## config.mk

```make
export PLATFORM = sky130hd
export DESIGN_NAME = flr_request_scheduler
export DESIGN_NICKNAME = d
export VERILOG_FILES = /design/src/rtl/flr_request_scheduler.sv
export SDC_FILE = /design/constraint.sdc
export NUM_CORES = 1
export LEC_CHECK = 0
export BUFFER_PORTS_ARGS = -buffer_cell sky130_fd_sc_hd__buf_2
export CELL_PAD_IN_SITES_DETAIL_PLACEMENT = 0
export CELL_PAD_IN_SITES_GLOBAL_PLACEMENT = 1
export CORE_ASPECT_RATIO = 1.25
export CORE_MARGIN = 2
export CORE_UTILIZATION = 50
export DETAILED_ROUTE_END_ITERATION = 12
export HOLD_SLACK_MARGIN = 0.03
export PLACE_DENSITY = 0.86
export RECOVER_POWER = 50
export SLEW_MARGIN = 10
export SYNTH_ARGS = -nofsm -noshare
export SYNTH_HDL_FRONTEND = slang
export SYNTH_SLANG_ARGS = --single-unit
```

## constraint.sdc

```tcl
create_clock -name clk_2x -period 4 [get_ports clk_2x]
set_input_delay 0.2 -clock clk_2x [delete_from_list [all_inputs] [get_ports clk_2x]]
set_output_delay 0.2 -clock clk_2x [all_outputs]
set_load 0.05 [all_outputs]
```

## src/rtl/flr_request_scheduler.sv

```systemverilog
// FLR request scheduler: serialises VF/PF FLR events into
// port-reset requests and returns matching completion pulses.
module flr_request_scheduler #(
    parameter int VF_NUM_W       = 11,
    parameter int PF_NUM_W       = 3,
    parameter int FIFO_DEPTH     = 4,
    parameter int HOLD_MIN       = 256,
    parameter int TIMEOUT_CYCLES = 65535
) (
    input  logic                         clk_2x,
    input  logic                         rst_n_2x,
    input  logic                         i_flr_rcvd_vf,
    input  logic [VF_NUM_W-1:0]          i_flr_rcvd_vf_num,
    input  logic [PF_NUM_W-1:0]          i_flr_rcvd_pf_num,
    input  logic                         i_flr_active_pf,
    input  logic                         i_port_reset_done,
    output logic                         o_port_reset_req,
    output logic                         o_flr_completed_vf,
    output logic [VF_NUM_W-1:0]          o_flr_completed_vf_num,
    output logic [PF_NUM_W-1:0]          o_flr_completed_pf_num,
    output logic                         o_flr_completed_pf,
    output logic                         o_busy,
    output logic [$clog2(FIFO_DEPTH):0]  o_pending_cnt,
    output logic                         o_overflow_err,
    output logic                         o_timeout_err
);

    localparam int AW = $clog2(FIFO_DEPTH);
    localparam int CW = AW + 1;
    localparam int HW = $clog2(HOLD_MIN + 1);
    localparam int TW = $clog2(TIMEOUT_CYCLES + 1);
    localparam logic [HW-1:0] HOLD_LAST = HW'(HOLD_MIN - 1);
    localparam logic [TW-1:0] TMO_LAST  = TW'(TIMEOUT_CYCLES - 1);
    localparam logic [CW-1:0] FULL_CNT  = CW'(FIFO_DEPTH);

    typedef enum logic [4:0] {
        IDLE      = 5'b00001,
        ASSERT    = 5'b00010,
        WAIT_DONE = 5'b00100,
        COMPLETE  = 5'b01000,
        RELEASE   = 5'b10000
    } state_t;

    state_t state, state_nxt;

    logic [VF_NUM_W-1:0] mem_vf [FIFO_DEPTH];
    logic [PF_NUM_W-1:0] mem_pf [FIFO_DEPTH];
    logic [AW-1:0]       wr_ptr, rd_ptr, off;
    logic [CW-1:0]       count;
    logic [HW-1:0]       hold_cnt;
    logic [TW-1:0]       tmo_cnt;
    logic [VF_NUM_W-1:0] srv_vf;
    logic [PF_NUM_W-1:0] srv_pf;
    logic                srv_is_pf;
    logic                pf_pending, pf_prev;
    logic [PF_NUM_W-1:0] pf_num_pend;
    logic                pop, take_pf, tmo_hit;
    logic                dup_hit, push_ok, overflow;
    logic                pf_in_srv, pf_rise, done_nxt;

    assign pf_in_srv = (state != IDLE) && srv_is_pf;
    assign pf_rise   = i_flr_active_pf && !pf_prev;
    assign done_nxt  = (state_nxt == COMPLETE);
    assign o_busy    = (state != IDLE) || (count != '0) || pf_pending;
    assign o_pending_cnt = count;

    // Next-state decode; PF pending wins over queued VFs
    always_comb begin
        state_nxt = state;
        pop       = 1'b0;
        take_pf   = 1'b0;
        tmo_hit   = 1'b0;
        unique case (state)
            IDLE: begin
                if (pf_pending) begin
                    take_pf   = 1'b1;
                    state_nxt = ASSERT;
                end else if (count != '0) begin
                    pop       = 1'b1;
                    state_nxt = ASSERT;
                end
            end
            ASSERT: begin
                if (hold_cnt == HOLD_LAST) state_nxt = WAIT_DONE;
            end
            WAIT_DONE: begin
                if (i_port_reset_done) begin
                    state_nxt = COMPLETE;
                end else if (tmo_cnt == TMO_LAST) begin
                    tmo_hit   = 1'b1;
                    state_nxt = COMPLETE;
                end
            end
            COMPLETE: state_nxt = RELEASE;
            RELEASE: begin
                if (!i_port_reset_done) state_nxt = IDLE;
            end
            default: state_nxt = IDLE;
        endcase
    end

    // Drop a VF already queued or in service; only a real push can overflow
    always_comb begin
        dup_hit = 1'b0;
        off     = '0;
        for (int i = 0; i < FIFO_DEPTH; i++) begin
            off = AW'(i) - rd_ptr;
            if (({1'b0, off} < count) && (mem_vf[i] == i_flr_rcvd_vf_num))
                dup_hit = 1'b1;
        end
        if (pf_in_srv == 1'b0 && state != IDLE && srv_vf == i_flr_rcvd_vf_num)
            dup_hit = 1'b1;
        push_ok  = i_flr_rcvd_vf && !dup_hit && ((count != FULL_CNT) || pop);
        overflow = i_flr_rcvd_vf && !dup_hit && (count == FULL_CNT) && !pop;
    end

    // FSM state register
    always_ff @(posedge clk_2x or negedge rst_n_2x) begin
        if (!rst_n_2x) state <= IDLE;
        else           state <= state_nxt;
    end

    // FIFO storage; validity is tracked by the pointers and count
    always_ff @(posedge clk_2x) begin
        if (push_ok) begin
            mem_vf[wr_ptr] <= i_flr_rcvd_vf_num;
            mem_pf[wr_ptr] <= i_flr_rcvd_pf_num;
        end
    end

    // Pointers, counters, in-service register and PF capture
    always_ff @(posedge clk_2x or negedge rst_n_2x) begin
        if (!rst_n_2x) begin
            wr_ptr      <= '0;
            rd_ptr      <= '0;
            count       <= '0;
            hold_cnt    <= '0;
            tmo_cnt     <= '0;
            srv_vf      <= '0;
            srv_pf      <= '0;
            srv_is_pf   <= 1'b0;
            pf_pending  <= 1'b0;
            pf_prev     <= 1'b0;
            pf_num_pend <= '0;
        end else begin
            if (push_ok) wr_ptr <= wr_ptr + AW'(1);
            if (pop)     rd_ptr <= rd_ptr + AW'(1);
            count   <= count + CW'(push_ok) - CW'(pop);
            pf_prev <= i_flr_active_pf;
            if (state == IDLE) hold_cnt <= '0;
            else if (state == ASSERT && hold_cnt != '1) hold_cnt <= hold_cnt + HW'(1);
            if (state == ASSERT) tmo_cnt <= '0;
            else if (state == WAIT_DONE && !tmo_hit) tmo_cnt <= tmo_cnt + TW'(1);
            if (take_pf) begin
                srv_is_pf <= 1'b1;
                srv_vf    <= '0;
                srv_pf    <= pf_num_pend;
            end else if (pop) begin
                srv_is_pf <= 1'b0;
                srv_vf    <= mem_vf[rd_ptr];
                srv_pf    <= mem_pf[rd_ptr];
            end
            if (state == COMPLETE && srv_is_pf) begin
                pf_pending <= 1'b0;
            end else if (pf_rise && !pf_in_srv && !pf_pending) begin
                pf_pending  <= 1'b1;
                pf_num_pend <= i_flr_rcvd_pf_num;
            end
        end
    end

    // Registered outputs, driven from the decisions taken this cycle
    always_ff @(posedge clk_2x or negedge rst_n_2x) begin
        if (!rst_n_2x) begin
            o_port_reset_req       <= 1'b0;
            o_flr_completed_vf     <= 1'b0;
            o_flr_completed_pf     <= 1'b0;
            o_flr_completed_vf_num <= '0;
            o_flr_completed_pf_num <= '0;
            o_overflow_err         <= 1'b0;
            o_timeout_err          <= 1'b0;
        end else begin
            o_port_reset_req       <= (state_nxt == ASSERT) ||
                                      (state_nxt == WAIT_DONE) ||
                                      (state_nxt == COMPLETE);
            o_flr_completed_vf     <= done_nxt && !srv_is_pf;
            o_flr_completed_pf     <= done_nxt && srv_is_pf;
            o_flr_completed_vf_num <= done_nxt ? srv_vf : '0;
            o_flr_completed_pf_num <= done_nxt ? srv_pf : '0;
            o_overflow_err         <= overflow;
            o_timeout_err          <= tmo_hit;
        end
    end

endmodule

```

==> impl_metrics.toml <==
[cts]
clkSinkCount = 132
cts.htree.levels = 4
clk_pin_slew_worst_paths_ns = 0.06
clockBufferDepth = 2
cts_tree = "yes"
cts_buffers = 17
clkLatencyLatePin_ns = 0.41
post_cts_buffers = 0
hold_buffers = 5
cts_resized = 0
cts_root_buf = "clkbuf_16"

[worst_hold_path]
hold_class = "in -> reg"

[synthesis]
synth_cell_type_count = 61
synth_edf_count = 56
synthSimpleGateAreaFrac_pct = 12.3
synth_fa_ha_area_share_pct = 3.31
synth_compound_area_share_pct = 6.94
synth_seq_cells = 132
syn_nets = 506
synth_cells = 471
synth_ff_type = "dfrtp_1"
syn_area_per_cell_sq_um = 13.3
syn_area_sq_um = 6270
synth_top_family_by_area = "simple AND/OR/NAND/NOR gates"
seq_area_frac_synth_pct = 57.1
synth_warnings = 0
synthArstFlopShare_pct = 57.6
synthXorXnorAreaFrac_pct = 10.9
synthMuxAreaShare_pct = 6.46

[place]
gp_congestion = 0.829
io_buffers = 41
hpwl_um = 8690
dp_cells = 655

[detailed_routing]
drt_pass1_iterations = 4
finalWirelength_um = 12200
vias = 3763
drt-initial-drc-count = 180
drc = 0
wl_per_cell_um = 17.6
vias_per_cell = 5.44
postRouteAntennaNets = 0

[power]
pwr-share-seq_pct = 45.4
p_sw_mw = 1.03
switching_share_pct = 27.0
peakVddDrop_mv = 0.305
power.density_nw_per_um2 = 529
combPwrFrac_pct = 14.1
p_leak_nw = 2.79
p_clk_share_pct = 40.5
p_int_mw = 2.78

[sta]
tns_ns = 0
rsz0062_at_grt = "no"
finalCriticalPeriod_ns = 3.31
drv_slew = 77
setup_viol = 0
period_share_pct = 82.7
worst_pin_slew_ns = 1.84
relSlewSlack_pct = -22.4
fmax_mhz = 302
final_hold_viol_count = 0
clock_skew_ns = 0.00604

[die]
coreArea_sq_um = 12200
die_h_um = 129
die-width_um = 104
dieArea_sq_um = 13500
num_io_pins = 42
rows = 45
initial_utilization_pct = 51.4

[worst_setup_path]
cp_max_fo = 15
crit_type = "reg -> reg"
start_kind = "register"
reg2reg_slack_ns = 0.69
r2r-start = "state[3]"
cp-end-kind = "register"
crit_path_end = "o_pending_cnt[2]"
worstPathArrival_ns = 3.63
crit_required_ns = 4.32
crit_path_start = "state[3]"
r2r-end = "o_pending_cnt[2]"
r2r_cells = 12

[grt]
grtUsageTotal_pct = 19.3
grt.overflow.total = 0
grt_pass1_wl_um = 19900
grt_max_degree = 77
antenna_found_initial = 0
grt_pass1_vias = 3907

[status]
status = "finished, violations left"
violations = "capacitance limit, slew limit"

[cells_and_area]
stdcell_count = 692
n_antenna_cell = 0
drive_above_1_share_pct = 14.8
syn2layout_area_growth_pct = 14.5
final_nets = 550

[run]
maxCapViolCount = 1
==> synthesized netlist by cell type, drive strengths merged, types with 5 or more instances <==
master | instances | share of area, %
a21oi | 8 | 0.70
a22o | 12 | 1.7
a22oi | 6 | 0.72
and2 | 20 | 2.0
buf | 15 | 1.5
clkbuf | 10 | 0.62
dfrtp | 75 | 30
edfxtp | 56 | 27
ha | 15 | 3.0
inv | 14 | 0.84
mux2 | 5 | 0.96
mux4 | 14 | 5.0
nand2 | 21 | 1.3
nand3 | 10 | 0.80
nor2 | 25 | 1.5
nor3 | 8 | 1.1
nor4 | 13 | 1.5
o211ai | 6 | 0.72
o21ai | 13 | 1.0
or3 | 6 | 0.60
xnor2 | 15 | 2.1
xor2 | 63 | 8.8
==> worst min-delay path by stage <==
stage                          from           end  depth (start not counted)
6_report       i_flr_rcvd_pf_num[1]  mem_pf[0][1]                          1
5_1_grt        i_flr_rcvd_pf_num[1]  mem_pf[0][1]                          1
4_1_cts        i_flr_rcvd_pf_num[1]  mem_pf[0][1]                          1
3_5_place_dp        i_flr_active_pf       pf_prev                          1
3_3_place_gp        i_flr_active_pf       pf_prev                          1
2_1_floorplan              rst_n_2x   hold_cnt[0]                          0
==> flip-flops by register name, indices dropped and copies added, names as in the netlist, 2 cells and up <==
signal,count
o_pending_cnt,3
hold_cnt,9
rd_ptr,2
srv_pf,3
wr_ptr,2
mem_pf,12
tmo_cnt,16
o_flr_completed_vf_num,11
o_flr_completed_pf_num,3
pf_num_pend,3
mem_vf,44
state,5
srv_vf,11
==> through the flow <==
| step | hold slack (ns) | util (%) | setup slack (ns) | total power, mW | instance area [sq um] |
|---|---|---|---|---|---|
| after floorplan | -0.0956 | - | 0.770 | 2.11 | 6270 |
| after global placement | 0.332 | 53.9 | 0.880 | 2.26 | 6590 |
| after detailed placement | 0.342 | 53.9 | 0.744 | 2.29 | 6590 |
| after CTS | 0.0389 | 59.2 | 0.668 | 3.84 | 7230 |
| after global routing | 0.126 | 58.8 | 0.504 | 3.95 | 7180 |
| final | 0.130 | 58.8 | 0.693 | 3.80 | 7180 |
==> layout by cell type, fill, tap and decap left out, drive strengths merged, types with 2 or more instances in the layout <==
| cell type | n |
|---|---|
| clkinv | 6 |
| buf | 10 |
| o31ai | 2 |
| edfxtp | 56 |
| and4 | 3 |
| mux2i | 3 |
| and2 | 20 |
| inv | 15 |
| nand3 | 10 |
| a21oi | 8 |
| nor4 | 13 |
| o211ai | 6 |
| nand3b | 2 |
| ha | 15 |
| a31oi | 2 |
| xor2 | 63 |
| bufinv | 3 |
| nor3b | 2 |
| xnor2 | 15 |
| dfrtp | 75 |
| a22o | 12 |
| nand2b | 4 |
| mux4 | 14 |
| nor4b | 2 |
| nor2 | 25 |
| clkbuf | 53 |
| nand4 | 4 |
| clkinvlp | 4 |
| nand2 | 21 |
| mux2 | 5 |
| o41ai | 2 |
| or3 | 6 |
| nor3 | 8 |
| o21ai | 13 |
| a22oi | 6 |
| dlygate4sd3 | 5 |
==> routing by layer <==
metal | vias up | wire length (um) | global-route usage (%)
li1 | 1792 | - | -
met2 | 88 | 6270 | 33.7
met5 | - | 0 | 0
met1 | 1867 | 5260 | 23.4
met3 | 16 | 422 | 4.48
met4 | 0 | 208 | 7.87
==> kinds of logic (layout without fill, tap and decap cells) <==
logic type                 after synthesis  after routing
DFF                                    132            132
and+or+nand+nor                        125            125
xor gates and xnor gates                78             78
AOI/OAI and AO/OA                       59             59
buffers and inverters                   39             96
muxes                                   22             22
adders and majority gates               16             16
==> power by group through the flow <==
stage	sequential, mW	clock (mW)	combinational [mW]
floorplan	1.76	0	0.350
global placement	1.74	0	0.518
finish	1.73	1.54	0.536
CTS	1.73	1.56	0.552
detailed placement	1.75	0	0.539
global route	1.74	1.62	0.588
==> area by class of cell <==
class	count	area, sq um
clock inverters	14	161
inverters	14	52.6
repair buffers	50	243
flip-flops and latches	132	3580
multi-input cells	300	2510
well taps	164	205
fillers	1001	5030
clock buffers	18	429
==> critical path, stage by stage (launching register included) <==
cell and delay, ns:
dfrtp_1 0.43, nor3_1 0.28, nand3b_1 0.42, nor3_2 0.28, buf_4 0.24, or4b_1 0.16
and4bb_4 0.29, inv_1 0.05, ha_1 0.27, inv_1 0.04, ha_1 0.18, fa_1 0.38
xnor2_1 0.19
Power figures use the tool's default switching activity.
